[src/rtl/spi_tx_fifo_master.sv]
// spi_tx_fifo_master
//
// SPI transmit master for the SSD1331 OLED path. Words pushed by the display
// controller are queued in a small FIFO together with their D/C tag, then
// shifted out on SCK/MOSI. Queued words go back-to-back under a single CS
// assertion. CS is held high for CS_GAP cycles once the queue runs dry.
// SCK is derived from i_CLK through a half-period divider and idles high.
// The slave samples MOSI on the rising edge of SCK.
//
// Ports
//   i_CLK    system clock, all logic on its rising edge
//   i_RST    asynchronous active-high reset
//   i_DATA   word to queue (WIDTH bits)
//   i_DC     D/C tag for i_DATA (0 command, 1 data)
//   i_VALID  push request, accepted when o_READY is high
//   o_READY  FIFO not full
//   o_SCK    serial clock, idles high
//   o_MOSI   serial data, updated only on SCK falling edges
//   o_CS     chip select, active low
//   o_DC     D/C tag of the word currently on the wire
//   o_DONE   one-cycle pulse when the last bit of a word completes
//   o_BUSY   high whenever the serialiser is not idle
//   o_COUNT  FIFO occupancy
module spi_tx_fifo_master #(
    parameter int WIDTH     = 8,
    parameter int DEPTH     = 4,
    parameter int CLK_DIV   = 2,
    parameter int LSB_FIRST = 0,
    parameter int CS_GAP    = 2
) (
    input  logic                       i_CLK,
    input  logic                       i_RST,
    input  logic [WIDTH-1:0]           i_DATA,
    input  logic                       i_DC,
    input  logic                       i_VALID,
    output logic                       o_READY,
    output logic                       o_SCK,
    output logic                       o_MOSI,
    output logic                       o_CS,
    output logic                       o_DC,
    output logic                       o_DONE,
    output logic                       o_BUSY,
    output logic [$clog2(DEPTH+1)-1:0] o_COUNT
);

    localparam int COUNT_W = $clog2(DEPTH + 1);
    localparam int PTR_W   = $clog2(DEPTH);
    localparam int BIT_W   = (WIDTH > 1) ? $clog2(WIDTH) : 1;
    localparam int TMR_MAX = (CLK_DIV > CS_GAP) ? CLK_DIV : CS_GAP;
    localparam int TMR_W   = $clog2(TMR_MAX + 1);

    localparam logic [COUNT_W-1:0] FULL_COUNT = COUNT_W'(DEPTH);
    localparam logic [COUNT_W-1:0] COUNT_ONE  = COUNT_W'(1);
    localparam logic [PTR_W-1:0]   PTR_ONE    = PTR_W'(1);
    localparam logic [BIT_W-1:0]   BIT_ONE    = BIT_W'(1);
    localparam logic [BIT_W-1:0]   LAST_BIT   = BIT_W'(WIDTH - 1);
    localparam logic [TMR_W-1:0]   TMR_ONE    = TMR_W'(1);
    localparam logic [TMR_W-1:0]   DIV_LOAD   = TMR_W'(CLK_DIV - 1);
    localparam logic [TMR_W-1:0]   GAP_LOAD   = TMR_W'(CS_GAP - 1);

    typedef enum logic [2:0] {
        ST_IDLE  = 3'd0,
        ST_SETUP = 3'd1,
        ST_LOW   = 3'd2,
        ST_HIGH  = 3'd3,
        ST_GAP   = 3'd4
    } state_t;

    // Bit presented first on the wire for a freshly loaded or shifted word.
    function automatic logic first_bit(input logic [WIDTH-1:0] w);
        return (LSB_FIRST != 0) ? w[0] : w[WIDTH-1];
    endfunction

    logic [WIDTH-1:0]   data_mem_r [DEPTH];
    logic               dc_mem_r   [DEPTH];
    logic [PTR_W-1:0]   wr_ptr_r;
    logic [PTR_W-1:0]   rd_ptr_r;
    logic [COUNT_W-1:0] count_r;
    logic               ready_r;

    state_t             state_r;
    logic [TMR_W-1:0]   tmr_r;
    logic [BIT_W-1:0]   bit_cnt_r;
    logic [WIDTH-1:0]   shift_r;
    logic               sck_r;
    logic               mosi_r;
    logic               cs_r;
    logic               dc_r;
    logic               done_r;
    logic               busy_r;

    logic               push_s;
    logic               pop_s;
    logic               phase_end_s;
    logic               last_bit_s;
    logic               fifo_empty_s;
    logic [COUNT_W-1:0] count_next_s;
    logic [WIDTH-1:0]   head_data_s;
    logic               head_dc_s;
    logic [WIDTH-1:0]   shifted_s;

    assign head_data_s  = data_mem_r[rd_ptr_r];
    assign head_dc_s    = dc_mem_r[rd_ptr_r];
    assign phase_end_s  = (tmr_r == '0);
    assign last_bit_s   = (bit_cnt_r == LAST_BIT);
    assign fifo_empty_s = (count_r == '0);
    assign shifted_s    = (LSB_FIRST != 0) ? (shift_r >> 1'b1) : (shift_r << 1'b1);
    // ready_r already mirrors "count != DEPTH", so a push while full is dropped.
    assign push_s       = i_VALID && ready_r;

    // Pop when IDLE starts a frame or when a word ends with more queued behind it.
    always_comb begin
        pop_s = 1'b0;
        case (state_r)
            ST_IDLE: pop_s = !fifo_empty_s;
            ST_HIGH: pop_s = phase_end_s && last_bit_s && !fifo_empty_s;
            default: pop_s = 1'b0;
        endcase
    end

    // Next FIFO occupancy; a simultaneous push and pop leaves it unchanged.
    always_comb begin
        count_next_s = count_r;
        if (push_s && !pop_s) begin
            count_next_s = count_r + COUNT_ONE;
        end else if (pop_s && !push_s) begin
            count_next_s = count_r - COUNT_ONE;
        end else begin
            count_next_s = count_r;
        end
    end

    // FIFO storage; contents need no reset because the pointers are flushed.
    always_ff @(posedge i_CLK) begin
        if (push_s) begin
            data_mem_r[wr_ptr_r] <= i_DATA;
            dc_mem_r[wr_ptr_r]   <= i_DC;
        end
    end

    // FIFO pointers, occupancy and registered ready flag.
    always_ff @(posedge i_CLK or posedge i_RST) begin
        if (i_RST) begin
            wr_ptr_r <= '0;
            rd_ptr_r <= '0;
            count_r  <= '0;
            ready_r  <= 1'b1;
        end else begin
            if (push_s) begin
                wr_ptr_r <= wr_ptr_r + PTR_ONE;
            end
            if (pop_s) begin
                rd_ptr_r <= rd_ptr_r + PTR_ONE;
            end
            count_r <= count_next_s;
            ready_r <= (count_next_s != FULL_COUNT);
        end
    end

    // Serialiser FSM; every pin-facing output is a register written here.
    always_ff @(posedge i_CLK or posedge i_RST) begin
        if (i_RST) begin
            state_r   <= ST_IDLE;
            tmr_r     <= '0;
            bit_cnt_r <= '0;
            shift_r   <= '0;
            sck_r     <= 1'b1;
            mosi_r    <= 1'b0;
            cs_r      <= 1'b1;
            dc_r      <= 1'b0;
            done_r    <= 1'b0;
            busy_r    <= 1'b0;
        end else begin
            done_r <= 1'b0;
            case (state_r)
                ST_IDLE: begin
                    if (!fifo_empty_s) begin
                        shift_r   <= head_data_s;
                        mosi_r    <= first_bit(head_data_s);
                        dc_r      <= head_dc_s;
                        bit_cnt_r <= '0;
                        cs_r      <= 1'b0;
                        busy_r    <= 1'b1;
                        tmr_r     <= DIV_LOAD;
                        state_r   <= ST_SETUP;
                    end
                end
                ST_SETUP: begin
                    if (phase_end_s) begin
                        sck_r   <= 1'b0;
                        tmr_r   <= DIV_LOAD;
                        state_r <= ST_LOW;
                    end else begin
                        tmr_r <= tmr_r - TMR_ONE;
                    end
                end
                ST_LOW: begin
                    if (phase_end_s) begin
                        sck_r   <= 1'b1;
                        tmr_r   <= DIV_LOAD;
                        state_r <= ST_HIGH;
                    end else begin
                        tmr_r <= tmr_r - TMR_ONE;
                    end
                end
                ST_HIGH: begin
                    if (phase_end_s) begin
                        tmr_r <= DIV_LOAD;
                        if (!last_bit_s) begin
                            bit_cnt_r <= bit_cnt_r + BIT_ONE;
                            shift_r   <= shifted_s;
                            mosi_r    <= first_bit(shifted_s);
                            sck_r     <= 1'b0;
                            state_r   <= ST_LOW;
                        end else begin
                            done_r <= 1'b1;
                            if (!fifo_empty_s) begin
                                // Chain the next word without releasing CS or re-running SETUP.
                                shift_r   <= head_data_s;
                                mosi_r    <= first_bit(head_data_s);
                                dc_r      <= head_dc_s;
                                bit_cnt_r <= '0;
                                sck_r     <= 1'b0;
                                state_r   <= ST_LOW;
                            end else begin
                                cs_r    <= 1'b1;
                                tmr_r   <= GAP_LOAD;
                                state_r <= ST_GAP;
                            end
                        end
                    end else begin
                        tmr_r <= tmr_r - TMR_ONE;
                    end
                end
                ST_GAP: begin
                    if (phase_end_s) begin
                        busy_r  <= 1'b0;
                        state_r <= ST_IDLE;
                    end else begin
                        tmr_r <= tmr_r - TMR_ONE;
                    end
                end
                default: begin
                    state_r <= ST_IDLE;
                    sck_r   <= 1'b1;
                    cs_r    <= 1'b1;
                    busy_r  <= 1'b0;
                end
            endcase
        end
    end

    assign o_READY = ready_r;
    assign o_COUNT = count_r;
    assign o_SCK   = sck_r;
    assign o_MOSI  = mosi_r;
    assign o_CS    = cs_r;
    assign o_DC    = dc_r;
    assign o_DONE  = done_r;
    assign o_BUSY  = busy_r;

endmodule

[config.mk]
export PLATFORM = sky130hd
export DESIGN_NAME = spi_tx_fifo_master
export DESIGN_NICKNAME = d
export VERILOG_FILES = /design/src/rtl/spi_tx_fifo_master.sv
export SDC_FILE = /design/constraint.sdc
export NUM_CORES = 1
export LEC_CHECK = 0
export ABC_AREA = 0
export CORE_ASPECT_RATIO = 0.8
export CORE_MARGIN = 5
export CORE_UTILIZATION = 50
export CTS_CLUSTER_DIAMETER = 200
export DETAILED_ROUTE_END_ITERATION = 16
export PLACE_DENSITY = 0.67
export SLEW_MARGIN = 20
export SYNTH_ARGS = -nofsm -noshare
export SYNTH_HDL_FRONTEND = slang
export SYNTH_SLANG_ARGS = --single-unit
[constraint.sdc]
create_clock -name i_CLK -period 2.9 [get_ports i_CLK]
set_input_delay 0.58 -clock i_CLK [delete_from_list [all_inputs] [get_ports i_CLK]]
set_output_delay 0.58 -clock i_CLK [all_outputs]
set_load 0.005 [all_outputs]
==> summary.md <==
| Metric | Value |
|---|---|
| Detailed Routing Iterations Pass 1 | 4 |
| Fillers | 475 |
| Final hold vios | 0 |
| Crit path required time | 3160 ps |
| Final Skew | 4.130 ps |
| Register area share after synthesis | 61.55% |
| Final net count | 264 |
| Critical path startpoint category | flop |
| DRT iter0 DRCs | 110 |
| Worst min-delay path category | flop to flop |
| Routed via count | 1,771 |
| RSZ-0062 raised after global routing | no |
| Skew-Pair Late Insertion Delay | 340 ps |
| Vias in the first global route | 1,703 |
| CP Cell Sequence | inv_1 -> ha_1 -> and3_1 -> o2111ai_2 -> maj3_1 -> o22ai_1 |
| Setup crit end kind | flop |
| Post-route ant nets | 0 |
| Clock-pin slew on the worst setup and hold paths | 70 ps |
| Power density of the placed cells | 1015 nW/um^2 |
| Worst-Margin Slew | 654.0 ps |
| Final worst slack | 737.1 ps |
| Static leakage | 1.285 nW |
| Antenna cells | 0 |
| Outcome | finished clean |
| Area taken by multi-input logic gates | 1032 sq um |
| Final TNS setup | 0 ps |
| List of most frequent post-synthesis cells | 36 x edfxtp_1, 26 x dfrtp_1, 14 x nand2_1, 14 x nor2_1, 11 x ha_1 |
| Buffers added on ports | 21 |
| Area growth syn-to-layout | 16.67% |
| Reg area | 1810 sq um |
| Final GP Congestion | 0.7564 |
| Die width | 95.76 um |
| Crit path DAT | 2430 ps |
| Adder-cell share of the synthesized area | 5.019% |
| Max cap viols | 0 |
| Slew Limit Fails | 0 |
| Max-slew headroom | 56.40% |
| Max clock buf depth | 2 |
| F_max | 0.4624 GHz |
| Total routed wirelength | 4926 um |
| Starting density of the core | 50.56% |
| Mapped Cells | 217 |
| Largest family of logic cells by synthesized area | simple AND/OR/NAND/NOR gates |
| Ratio of cells with drive above 1 in the final layout | 14.63% |
| Wire length per cell | 15.06 um |
| Vias per cell | 5.416 |
| Ys flop type | edfxtp_1 |
| YS warnings | 0 |
| Grt ovf | 0 |
| Post-CTS sizing | 0 |
| Top cell type's share of synthesized area | 36.75% |
| Critical path's slowest cell | maj3_1 |
| Hold buffer count at cts | 0 |
| Fin crit period | 2163 ps |
| Final Cycle Share | 74.58% |
| Post-place setup slack | 731.7 ps |
| VDD IR max | 0.4823 mV |
| Number of cell rows | 25 |
| Syn_nets | 240 |
| Die area | 7527 sq um |
| Inserted Clock Buffers | 9 |
| # IOs | 22 |
| First-pass GRT wire length | 8535 um |
| Post-synthesis compound-gate area fraction | 9.188% |
| Synth unique cells | 48 |
| Clock Sinks | 65 |
| Post-DP HPWL | 3371 um |
| Final setup viols | 0 |
| Setup CP Type | flop to flop |
| DIE HEIGHT | 78.61 um |
| TritonCTS clock tree | done |
| Largest net degree at the start of global routing | 14 |
| Simple-gate share of the synthesized area | 10.29% |
| Largest stage delay, worst path | 470 ps |
| Asr flop ratio synth | 44.62% |
| Post-synth EDFFs | 36 |
| CP Max Fanout | 13 |
| CTS root buffer | clkbuf_8 |
| Yosys reg bits | 65 |
| Core area | 5818 sq um |
| Top post-synthesis cells by area | edfxtp_1 37%, dfrtp_1 22%, mux4_2 6.9% |
| Post-CTS Setup Inserts | 0 |
| XOR/XNOR Fraction of Synth Area | 1.786% |
| Drc violations | 0 |
| Depth of the CTS H-tree | 3 |
| Synth Area per Inst | 13.56 sq um |
| Leading area contributor after synthesis | edfxtp_1 |
| Synthesized cell area | 2942 sq um |
| Antenna violations before repair | 0 |
| Count leader, synth | edfxtp_1 |
| Mux cell area share after synthesis | 8.805% |
| Total GRT Usage | 15.35% |
[cell type report]
cell class | count | share of cell area, %
clock buffer | 9 | 3.609
timing repair buffer | 24 | 6.781
multi-input combinational | 131 | 30.08
sequential | 65 | 52.75
clock inverter | 7 | 2.734
inverter | 10 | 1.094
tap | 81 | 2.953
[critical path, delay by kind of cell (launching register included)]
family | cells | cell delay (ps)
adders and majority gates | 2 | 880
DFF | 1 | 400
and+or+nand+nor | 1 | 250
buffers and inverters | 1 | 90
AOI/OAI and AO/OA | 2 | 470
[path summary, 6_finish.rpt]
kind                                   end     start  cells after the start  slack (ps)
worst max-delay path            o_COUNT[1]  tmr_r[0]                      6         740
worst min-delay path                  o_DC      o_DC                      1         490
worst max register to register  o_COUNT[1]  tmr_r[0]                      6         740
worst min register to register        o_DC      o_DC                      1         490
max in group asynchronous            o_SCK     i_RST                      3        1750
min in group asynchronous             o_DC     i_RST                      2         560
[sequential cells by signal, summed over array words and instances, names as in the netlist, 3 cells and up]
register	cells
bit_cnt_r	3
data_mem_r	32
dc_mem_r	4
o_COUNT	3
shift_r	7
state_r	3
[logic make-up after synthesis]
family / Yosys count
AOI/OAI and AO/OA: 38
buffers and inverters: 21
adders and majority gates: 12
muxes: 14
and+or+nand+nor: 61
xor gates and xnor gates: 6
DFF: 65
[per-stage QoR]
step | utilization (%) | power (mW) | instance area [sq um] | hold WS, ps | cells
floorplan | - | 2.356 | 2942 | 473.3 | 217
global placement | 55.25 | 2.664 | 3214 | 469.7 | 311
detailed placement | 55.25 | 2.686 | 3214 | 476.2 | 311
CTS | 58.99 | 3.526 | 3432 | 492.9 | 327
global route | 58.99 | 3.733 | 3432 | 512.9 | 327
finish | 58.99 | 3.483 | 3432 | 488.0 | 327
[cell usage in the layout (no fill, tap or decap), types with 9 or more instances in the layout]
master	count
clkbuf_8	9
clkdlybuf4s50_1	21
dfrtp_1	26
edfxtp_1	36
ha_1	11
inv_1	9
mux4_2	9
nand2_1	14
nor2_1	14
nor3_1	9
o22ai_1	9
[per-layer routing]
metal  wire, um  vias to the layer above  share of wire [%]  track usage [%]
li1           -                      859                  -                -
met1       2283                      875                 46            20.20
met2       2375                       30                 48            22.55
met3        219                        7                4.4            6.897
met4         47                        0               0.95            5.114
met5          0                        -                  0                0
[power breakdown]
group / internal, mW / switching (mW)
registers: 1.27 / 0.224
clock network: 0.484 / 0.348
logic: 0.588 / 0.567
total: 2.34 / 1.14
Power figures use the tool's default switching activity.
